### config.mk
export PLATFORM = sky130hd
export DESIGN_NAME = uart_click_tx
export DESIGN_NICKNAME = d
export VERILOG_FILES = /design/src/rtl/uart_pkg.sv /design/src/rtl/uart_baud_gen.sv /design/src/rtl/uart_click_tx.sv
export SDC_FILE = /design/constraint.sdc
export NUM_CORES = 1
export LEC_CHECK = 0
export ABC_AREA = 0
export ABC_CLOCK_PERIOD_IN_PS = 8900
export BUFFER_PORTS_ARGS = -buffer_cell sky130_fd_sc_hd__buf_2
export CAP_MARGIN = 20
export CORE_ASPECT_RATIO = 1.25
export CORE_MARGIN = 1.5
export CORE_UTILIZATION = 35
export CTS_CLUSTER_DIAMETER = 40
export DETAILED_ROUTE_END_ITERATION = 6
export SLEW_MARGIN = 20
export SYNTH_ARGS = -nofsm -noshare
export SYNTH_HDL_FRONTEND = slang
export SYNTH_HIERARCHICAL = 1
export SYNTH_SLANG_ARGS = --single-unit
### constraint.sdc
create_clock -name clk -period 8.9 [get_ports clk]
set_input_delay 1.78 -clock clk [delete_from_list [all_inputs] [get_ports clk]]
set_output_delay 1.78 -clock clk [all_outputs]
set_load 0.01 [all_outputs]
### src/rtl/uart_pkg.sv
// Shared UART definitions for the two-board click link (tx and rx sides).
//   tx_state_t         : transmitter FSM state encoding
//   DEFAULT_BAUD       : line rate common to both ends of the link
//   DEFAULT_CLICK_BYTE : payload byte representing one click
package uart_pkg;

  localparam int unsigned DEFAULT_BAUD       = 115_200;
  localparam logic [7:0]  DEFAULT_CLICK_BYTE = 8'hA5;

  typedef enum logic [1:0] {
    IDLE  = 2'd0,
    START = 2'd1,
    DATA  = 2'd2,
    STOP  = 2'd3
  } tx_state_t;

endpackage

### src/rtl/uart_baud_gen.sv
// Bit-period timer: counts 0..DIV-1 and pulses tick on the last count.
//   clk, rst (async active-low) : clock / reset
//   restart                     : hold the count at zero (state entry)
//   tick                        : high while the count equals DIV-1
module uart_baud_gen #(
  parameter int unsigned DIV = 564
) (
  input  logic clk,
  input  logic rst,
  input  logic restart,
  output logic tick
);

  localparam int unsigned CW = (DIV > 1) ? $clog2(DIV) : 1;

  logic [CW-1:0] cnt;

  assign tick = (cnt == CW'(DIV - 1));

  // Wraps on its own at every bit boundary, so back-to-back bits need no restart.
  always_ff @(posedge clk or negedge rst) begin
    if (!rst) begin
      cnt <= '0;
    end else if (restart || tick) begin
      cnt <= '0;
    end else begin
      cnt <= cnt + CW'(1);
    end
  end

endmodule

### src/rtl/uart_click_tx.sv
// Click-to-UART transmitter: each click becomes one 8N1 frame of CLICK_BYTE.
// Clicks arriving mid-frame are queued in a saturating counter and sent
// back-to-back.
//   clk, rst (async active-low) : clock / reset
//   click                       : single-cycle synchronised click event
//   tx_out                      : UART line, idle high, LSB first
//   busy                        : high while a frame is on the line
//   dropped                     : one-cycle pulse per discarded click
module uart_click_tx
  import uart_pkg::*;
#(
  parameter int unsigned CLK_FREQ    = 65_000_000,
  parameter int unsigned BAUD        = DEFAULT_BAUD,
  parameter logic [7:0]  CLICK_BYTE  = DEFAULT_CLICK_BYTE,
  parameter int unsigned MAX_PENDING = 15
) (
  input  logic clk,
  input  logic rst,
  input  logic click,
  output logic tx_out,
  output logic busy,
  output logic dropped
);

  localparam int unsigned DIV = CLK_FREQ / BAUD;
  localparam int unsigned PW  = $clog2(MAX_PENDING + 1);

  tx_state_t     state, state_d;
  logic [2:0]    bit_idx, bit_idx_d;
  logic [7:0]    shreg, shreg_d;
  logic [PW-1:0] pending, pending_d;
  logic          tick;
  logic          deq;
  logic          accept;
  logic          tx_d, busy_d, dropped_d;

  // Counter sits at zero in IDLE so every frame's START begins at count 0.
  uart_baud_gen #(.DIV(DIV)) u_baud (
    .clk    (clk),
    .rst    (rst),
    .restart(state == IDLE),
    .tick   (tick)
  );

  // State, datapath and registered outputs.
  always_ff @(posedge clk or negedge rst) begin
    if (!rst) begin
      state   <= IDLE;
      bit_idx <= '0;
      shreg   <= '0;
      pending <= '0;
      tx_out  <= 1'b1;
      busy    <= 1'b0;
      dropped <= 1'b0;
    end else begin
      state   <= state_d;
      bit_idx <= bit_idx_d;
      shreg   <= shreg_d;
      pending <= pending_d;
      tx_out  <= tx_d;
      busy    <= busy_d;
      dropped <= dropped_d;
    end
  end

  // Next state, frame datapath and pending-click bookkeeping.
  always_comb begin
    state_d   = state;
    bit_idx_d = bit_idx;
    shreg_d   = shreg;
    deq       = 1'b0;
    unique case (state)
      IDLE: begin
        // A click seen here starts the frame itself and is not queued.
        if (click || (pending != '0)) begin
          state_d = START;
          deq     = !click;
        end
      end
      START: begin
        if (tick) state_d = DATA;
      end
      DATA: begin
        if (tick) begin
          if (bit_idx == 3'd7) begin
            state_d = STOP;
          end else begin
            bit_idx_d = bit_idx + 3'd1;
            shreg_d   = {1'b0, shreg[7:1]};
          end
        end
      end
      STOP: begin
        // This cycle's click counts toward the queue before deciding.
        if (tick) begin
          if ((pending != '0) || click) begin
            state_d = START;
            deq     = 1'b1;
          end else begin
            state_d = IDLE;
          end
        end
      end
      default: state_d = IDLE;
    endcase

    if ((state_d == START) && (state != START)) begin
      shreg_d   = CLICK_BYTE;
      bit_idx_d = 3'd0;
    end

    // A dequeue in the same cycle frees a slot for a click at saturation.
    accept = click && (state != IDLE) &&
             ((pending != PW'(MAX_PENDING)) || deq);

    pending_d = pending;
    if (accept && !deq) begin
      pending_d = pending + PW'(1);
    end else if (deq && !accept) begin
      pending_d = pending - PW'(1);
    end
  end

  // Output values for the next cycle, derived from the next state.
  always_comb begin
    tx_d      = 1'b1;
    busy_d    = (state_d != IDLE);
    dropped_d = click && (state != IDLE) && !accept;
    unique case (state_d)
      START:   tx_d = 1'b0;
      DATA:    tx_d = shreg_d[0];
      default: tx_d = 1'b1;
    endcase
  end

endmodule

---- After elaboration in Yosys (flattened, before gate mapping) ----
Cells that the tools add are included.
operators by class
  reductions and logical operators ........ 20
  muxes and demuxes ....................... 23
  div/mod/pow operators ................... 0
  add/subtract/negate cells ............... 4
  shift operators ......................... 0
  bitwise gates (word level) .............. 0
  $mul .................................... 0
  equal/unequal tests ..................... 10
  magnitude comparators ................... 0
operators with widths
  kind                                               count
  2-to-1 mux 8 bit                                   4
  2-to-1 mux 3 bit                                   4
  adder 10 x 1 -> 10 bit (second input constant)     1
  == test 10 bit (second input constant)             1
  2-to-1 mux 10 bit                                  1
  2-to-1 mux 2 bit                                   5
  nonzero test 2 bit                                 5
  2-to-1 mux 4 bit                                   2
  one-hot mux 2 bit (4 select lines)                 1
  == test 2 bit (second input constant)              3
  logical AND 1 bit                                  6
  adder 4 x 1 -> 4 bit (second input constant)       1
  == test 2 x 1 -> 1 bit (second input constant)     2
  2-to-1 mux 1 bit                                   4
  != test 2 x 1 -> 1 bit (second input constant)     2
  != test 4 bit (second input constant)              1
  one-hot mux 1 bit (2 select lines)                 2
  nonzero test 4 bit                                 1
  subtractor 4 x 1 -> 4 bit (second input constant)  1
  adder 3 x 1 -> 3 bit (second input constant)       1
  == test 3 bit (second input constant)              1
  logical NOT 1 bit                                  3
  logical OR 1 bit                                   3
  AND reduction 3 bit                                1
  logical NOT 2 bit                                  1
storage, ports and cells
  output and inout port bits .............. 3
  memory bits (writable) .................. 0
  bits in read-only memories .............. 0
  bits in latches ......................... 0
  memories kept ........................... 0
  register bits after elaboration ......... 30
  bits of input ports ..................... 3

---- Depth between registers and ports, before layout ----
  depth in word-level cells ............... 11
  gate-level depth with buffers ........... 14

---- Hierarchy ----
The synthesis kept the hierarchy.
modules (own cells, without submodules)
  module         instances  area each (µm²)  cells each
  uart_click_tx  1          1092.3           98
  uart_baud_gen  1          504.2            49

---- Worst setup path after synthesis ----
OpenSTA, ideal clock, no wires.
  path type ............................... input port to flip-flop
  start ................................... input port click
  end ..................................... register pending[3]
  stages on the path ...................... 11
  required time ........................... 8820 ps
  data arrival time ....................... 3457 ps
  setup slack ............................. 5363 ps
  path through ............................ nor2b_1 nor3_1 nor2_1 nor2_1 ha_1 inv_1 ha_1 a21o_1 a21oi_1 mux2i_1 xnor2_1
on the way
  cells in the longest elaborated chain, start to end .. 9
  elaborated cells between the ends (all ways) .. 15
  those cells by class .................... mux (5); reduce/logical (10)
RTL lines
  what                                 RTL line                                  text
  start: declaration                   uart_click_tx.sv:19                       input logic click,
  logical OR 1 bit                     uart_click_tx.sv:75, uart_click_tx.sv:96
  2-to-1 mux 1 bit                     uart_click_tx.sv:96                       if ((pending != '0) || click) begin
  2-to-1 mux 1 bit                     uart_click_tx.sv:95                       if (tick) begin
  one-hot mux 1 bit (2 select lines)   uart_click_tx.sv:72                       unique case (state)
  logical OR 1 bit                     uart_click_tx.sv:114                      ((pending != PW'(MAX_PENDING)) || deq);
  logical AND 1 bit                    uart_click_tx.sv:113                      accept = click && (state != IDLE) &&
  logical NOT 1 bit                    uart_click_tx.sv:119                      end else if (deq && !accept) begin
  logical AND 1 bit                    uart_click_tx.sv:119
  nonzero test 2 bit (no source line)  --
  end signal: assignment               uart_click_tx.sv:59                       pending <= pending_d;
  end: declaration                     uart_click_tx.sv:31                       logic [PW-1:0] pending, pending_d;
Several ways; a longest one is shown, not always the timed one.
A chain may end at the register's enable or synchronous reset.

---- Final worst setup path ----
  start ................................... register u_baud.cnt[0]
  end ..................................... register pending[3]
on the way
  cells in the longest elaborated chain, start to end .. 8
  elaborated cells between the ends (all ways) .. 11
  those cells by class .................... eq/ne (1); mux (3); reduce/logical (7)
RTL lines
  what                                    RTL line              text
  start: declaration                      uart_baud_gen.sv:16   logic [CW-1:0] cnt;
  start signal: assignment                uart_baud_gen.sv:27   cnt <= cnt + CW'(1);
  == test 10 bit (*)                      uart_baud_gen.sv:18   assign tick = (cnt == CW'(DIV - 1));
  named net tick                          uart_click_tx.sv:32   logic tick;
  2-to-1 mux 1 bit (*)                    uart_click_tx.sv:95
  one-hot mux 1 bit (2 select lines) (*)  uart_click_tx.sv:72
  logical OR 1 bit                        uart_click_tx.sv:114
  logical AND 1 bit                       uart_click_tx.sv:113
  logical NOT 1 bit                       uart_click_tx.sv:119
  logical AND 1 bit                       uart_click_tx.sv:119
  nonzero test 2 bit (no source line)     --
Mark *: on every way through the listed nets, which the timed path passes. The rest lies on a longest branch.

==> out/results.txt <==
Crit. End Element -> flop
Fin Hold WS -> 0.499 ns
fillers -> 433
Main synth FF type -> dfrtp_1
Post-synth EDFFs -> 0
largest cells by area after synthesis -> dfrtp_1 45%, ha_1 7.8%, mux2i_1 6.3%
CTS Sinks -> 30
Core Footprint -> 4390 sq um
Max Cap Viol -> 0
final setup TNS -> 0 ns
yosys warns -> 6
flops & latches, synth -> 30
CP Data Required Time -> 9.10 ns
DP HPWL -> 2.00 mm
RR Startpoint -> u_baud/cnt[0]$_DFF_PN0_
area fraction of the dominant cell type after synthesis -> 45.5%
post-synthesis xor/xnor area fraction -> 3.84%
syn avg cell area -> 10.9 sq um
final setup violation count -> 0
nets -> 171
CTS resizes -> 0
CP Launch Type -> flop
number of detailed-route iterations in the first pass -> 4
Slew Viols, Final -> 0
Slew @ Worst Pin -> 0.930 ns
DRT iter0 DRCs -> 17
DR DRC count -> 0
first-pass GRT wire length -> 4.92 mm
Worst Path Max Fanout -> 6
Worst-path clk slew -> 0.06 ns
IO Count -> 6
CP most frequent cell -> ha_1
Tcrit/Tclk final -> 42.5%
Power Dens Cells -> 183 nW/um^2
Highest Clock Rate -> 0.264 GHz
Initial Util -> 36.4%
Max IR drop VDD -> 0.102 mV
cells along the critical path -> ha_1 > nand4_1 > nor4_1 > nor2b_1 > nor3_1 > nor2_1 > nor2_1 > ha_1 > inv_1 > ha_1 > a21o_1 > a21oi_1 > mux2i_1 > xnor2_1
layout cell share with drive strength beyond 1 -> 13.9%
Antenna diodes -> 0
Via density -> 5.23
sequential area share after synthesis -> 47.1%
critical path class -> reg -> reg
Die X -> 63.4 um
H-tree levels -> 2
Avg WL per Cell -> 13.0 um
initial antenna violation count -> 0
most numerous cell in the Yosys netlist -> dfrtp_1
cell taking the most area after synthesis -> dfrtp_1
DP Cell Count -> 208
Area Overhead vs Synth -> 11.0%
relative slew slack -> 37.4%
unrepaired setup endpoints after global routing -> false
CP max stage cell -> nor4_1
std cell rows -> 27
Congestion Overflow GR -> 0
CTS buffer count -> 5
Synth Area in Adders -> 9.09%
remaining antenna violation count after routing -> 0
Synth Instances -> 147
Critical Path Start -> u_baud/cnt[0]$_DFF_PN0_
via count -> 1,129
clk buf depth -> 2
flop2flop setup slack -> 5.12 ns
Post-CTS Hold Buffers -> 0
CTS root buf -> clkbuf_8
ys async rst share -> 100%
largest family of logic cells by synthesized area -> compound AO/OA/AOI/OAI gates
final hold vios -> 0
Hold Crit Class -> reg -> reg
mux share of post-synthesis cell area -> 7.92%
max incr delay on CP -> 0.81 ns
fraction of the mapped netlist area in simple logic gates -> 14.8%
# Post-CTS Setup Buffers -> 0
final worst path period need -> 3.78 ns
CTS tree -> done
Syn Std Cell Area -> 1600 sq um
status -> complete, no violations
largest net degree at the start of global routing -> 31
min-delay src -> pending[3]$_DFFE_PN0P_
top cell family by delay on the critical path -> simple AND/OR/NAND/NOR gates
post-synth net total -> 161
Synth cell types -> 42
top post-synthesis cells by count -> 29 x dfrtp_1, 16 x a21oi_1, 11 x nor2_1
final wirelength -> 2.80 mm
WP data arrival -> 3.99 ns
gr usage total -> 12.7%
Final Skew -> 0.00579 ns
Buf+Inv Stages, Crit Path -> 1
I/O Buffers -> 5
clk_lat worst skew -> 0.28 ns
GP Congestion -> 0.747
Static Leak -> 0.823 nW
Die Y-Extent -> 78.5 um
Total Die Area -> 4980 sq um
compound-gate portion of the synthesized area -> 14.8%
number of global-route vias before repair -> 1,107
Post-Layout Cell Count -> 216
[registers in the layout, summed over array words and instances, names as in the netlist]
| register | count |
|---|---|
| u_baud/cnt | 10 |
| shreg | 8 |
| pending | 4 |
| bit_idx | 3 |
| state | 2 |
| busy | 1 |
| dropped | 1 |
| tx_out | 1 |
[layout make-up]
cell class                      count  area (sq um)  share of cell area [%]
Multi-Input combinational cell    108           806                    45.5
Sequential cell                    30           752                    42.4
Timing Repair Buffer                5          25.0                    1.41
Inverter                            7          26.3                    1.48
Tap cell                           58          72.6                    4.10
Clock buffer                        8          90.1                    5.08
[path summary, 6_finish.rpt]
check                                          end  cells past startpoint
max reg2reg                 pending[3]$_DFFE_PN0P_                     14
min reg2reg                 pending[3]$_DFFE_PN0P_                      1
min in group asynchronous  u_baud/cnt[9]$_DFF_PN0_                      1
max                         pending[3]$_DFFE_PN0P_                     14
min                         pending[3]$_DFFE_PN0P_                      1
max in group asynchronous       state[0]$_DFF_PN0_                      1
[stage by stage]
| stage | utilization [%] | power, W | worst slack (ns) | instance area, sq um |
|---|---|---|---|---|
| 2_1_floorplan | - | 0.000201 | 5.36 | 1600 |
| 3_3_place_gp | 38.3 | 0.000213 | 5.17 | 1680 |
| 3_5_place_dp | 38.3 | 0.000216 | 5.04 | 1680 |
| 4_1_cts | 40.3 | 0.000327 | 5.15 | 1770 |
| 5_1_grt | 40.3 | 0.000346 | 4.69 | 1770 |
| 6_report | 40.3 | 0.000325 | 5.12 | 1770 |
[cell usage in the layout, fill, tap and decap left out, types with 2 or more instances in the layout]
cell / count
nor2b_1: 2
clkbuf_8: 6
mux2i_1: 10
inv_1: 6
o21ai_0: 7
or3_1: 3
a21oi_1: 16
a21o_1: 2
o31ai_1: 2
dfrtp_1: 29
or4_1: 2
xnor2_1: 4
nor3_1: 2
clkbuf_1: 2
nand2_1: 9
nor2_1: 11
nand3_1: 2
nand4_1: 3
ha_1: 10
xor2_1: 3
buf_2: 5
[where the power goes]
part	internal (W)	leakage, nW	switching [W]	total, W
registers	0.000147	0.361	0.0000145	0.000161
clock network	0.0000630	0.0455	0.0000486	0.000112
logic	0.0000272	0.416	0.0000246	0.0000518
total	0.000237	0.823	0.0000877	0.000325
[per-layer routing]
metal  global-route usage [%]  part of all wire, %
met1                     14.4                   43
met2                     21.7                   52
met3                     4.01                  3.5
met4                     5.87                  2.1
met5                        0                    0
[cell families (layout without fill, tap and decap cells)]
kind of cell	count (synthesis)	after routing
adder cells (fa/ha/maj)	11	11
AO/OA/AOI/OAI	36	36
AND/OR/NAND/NOR	42	42
XOR/XNOR	7	7
buffers and inverters	9	20
flip-flops	30	30
multiplexers	12	12
No activity file was read; power rests on OpenSTA's default activity.
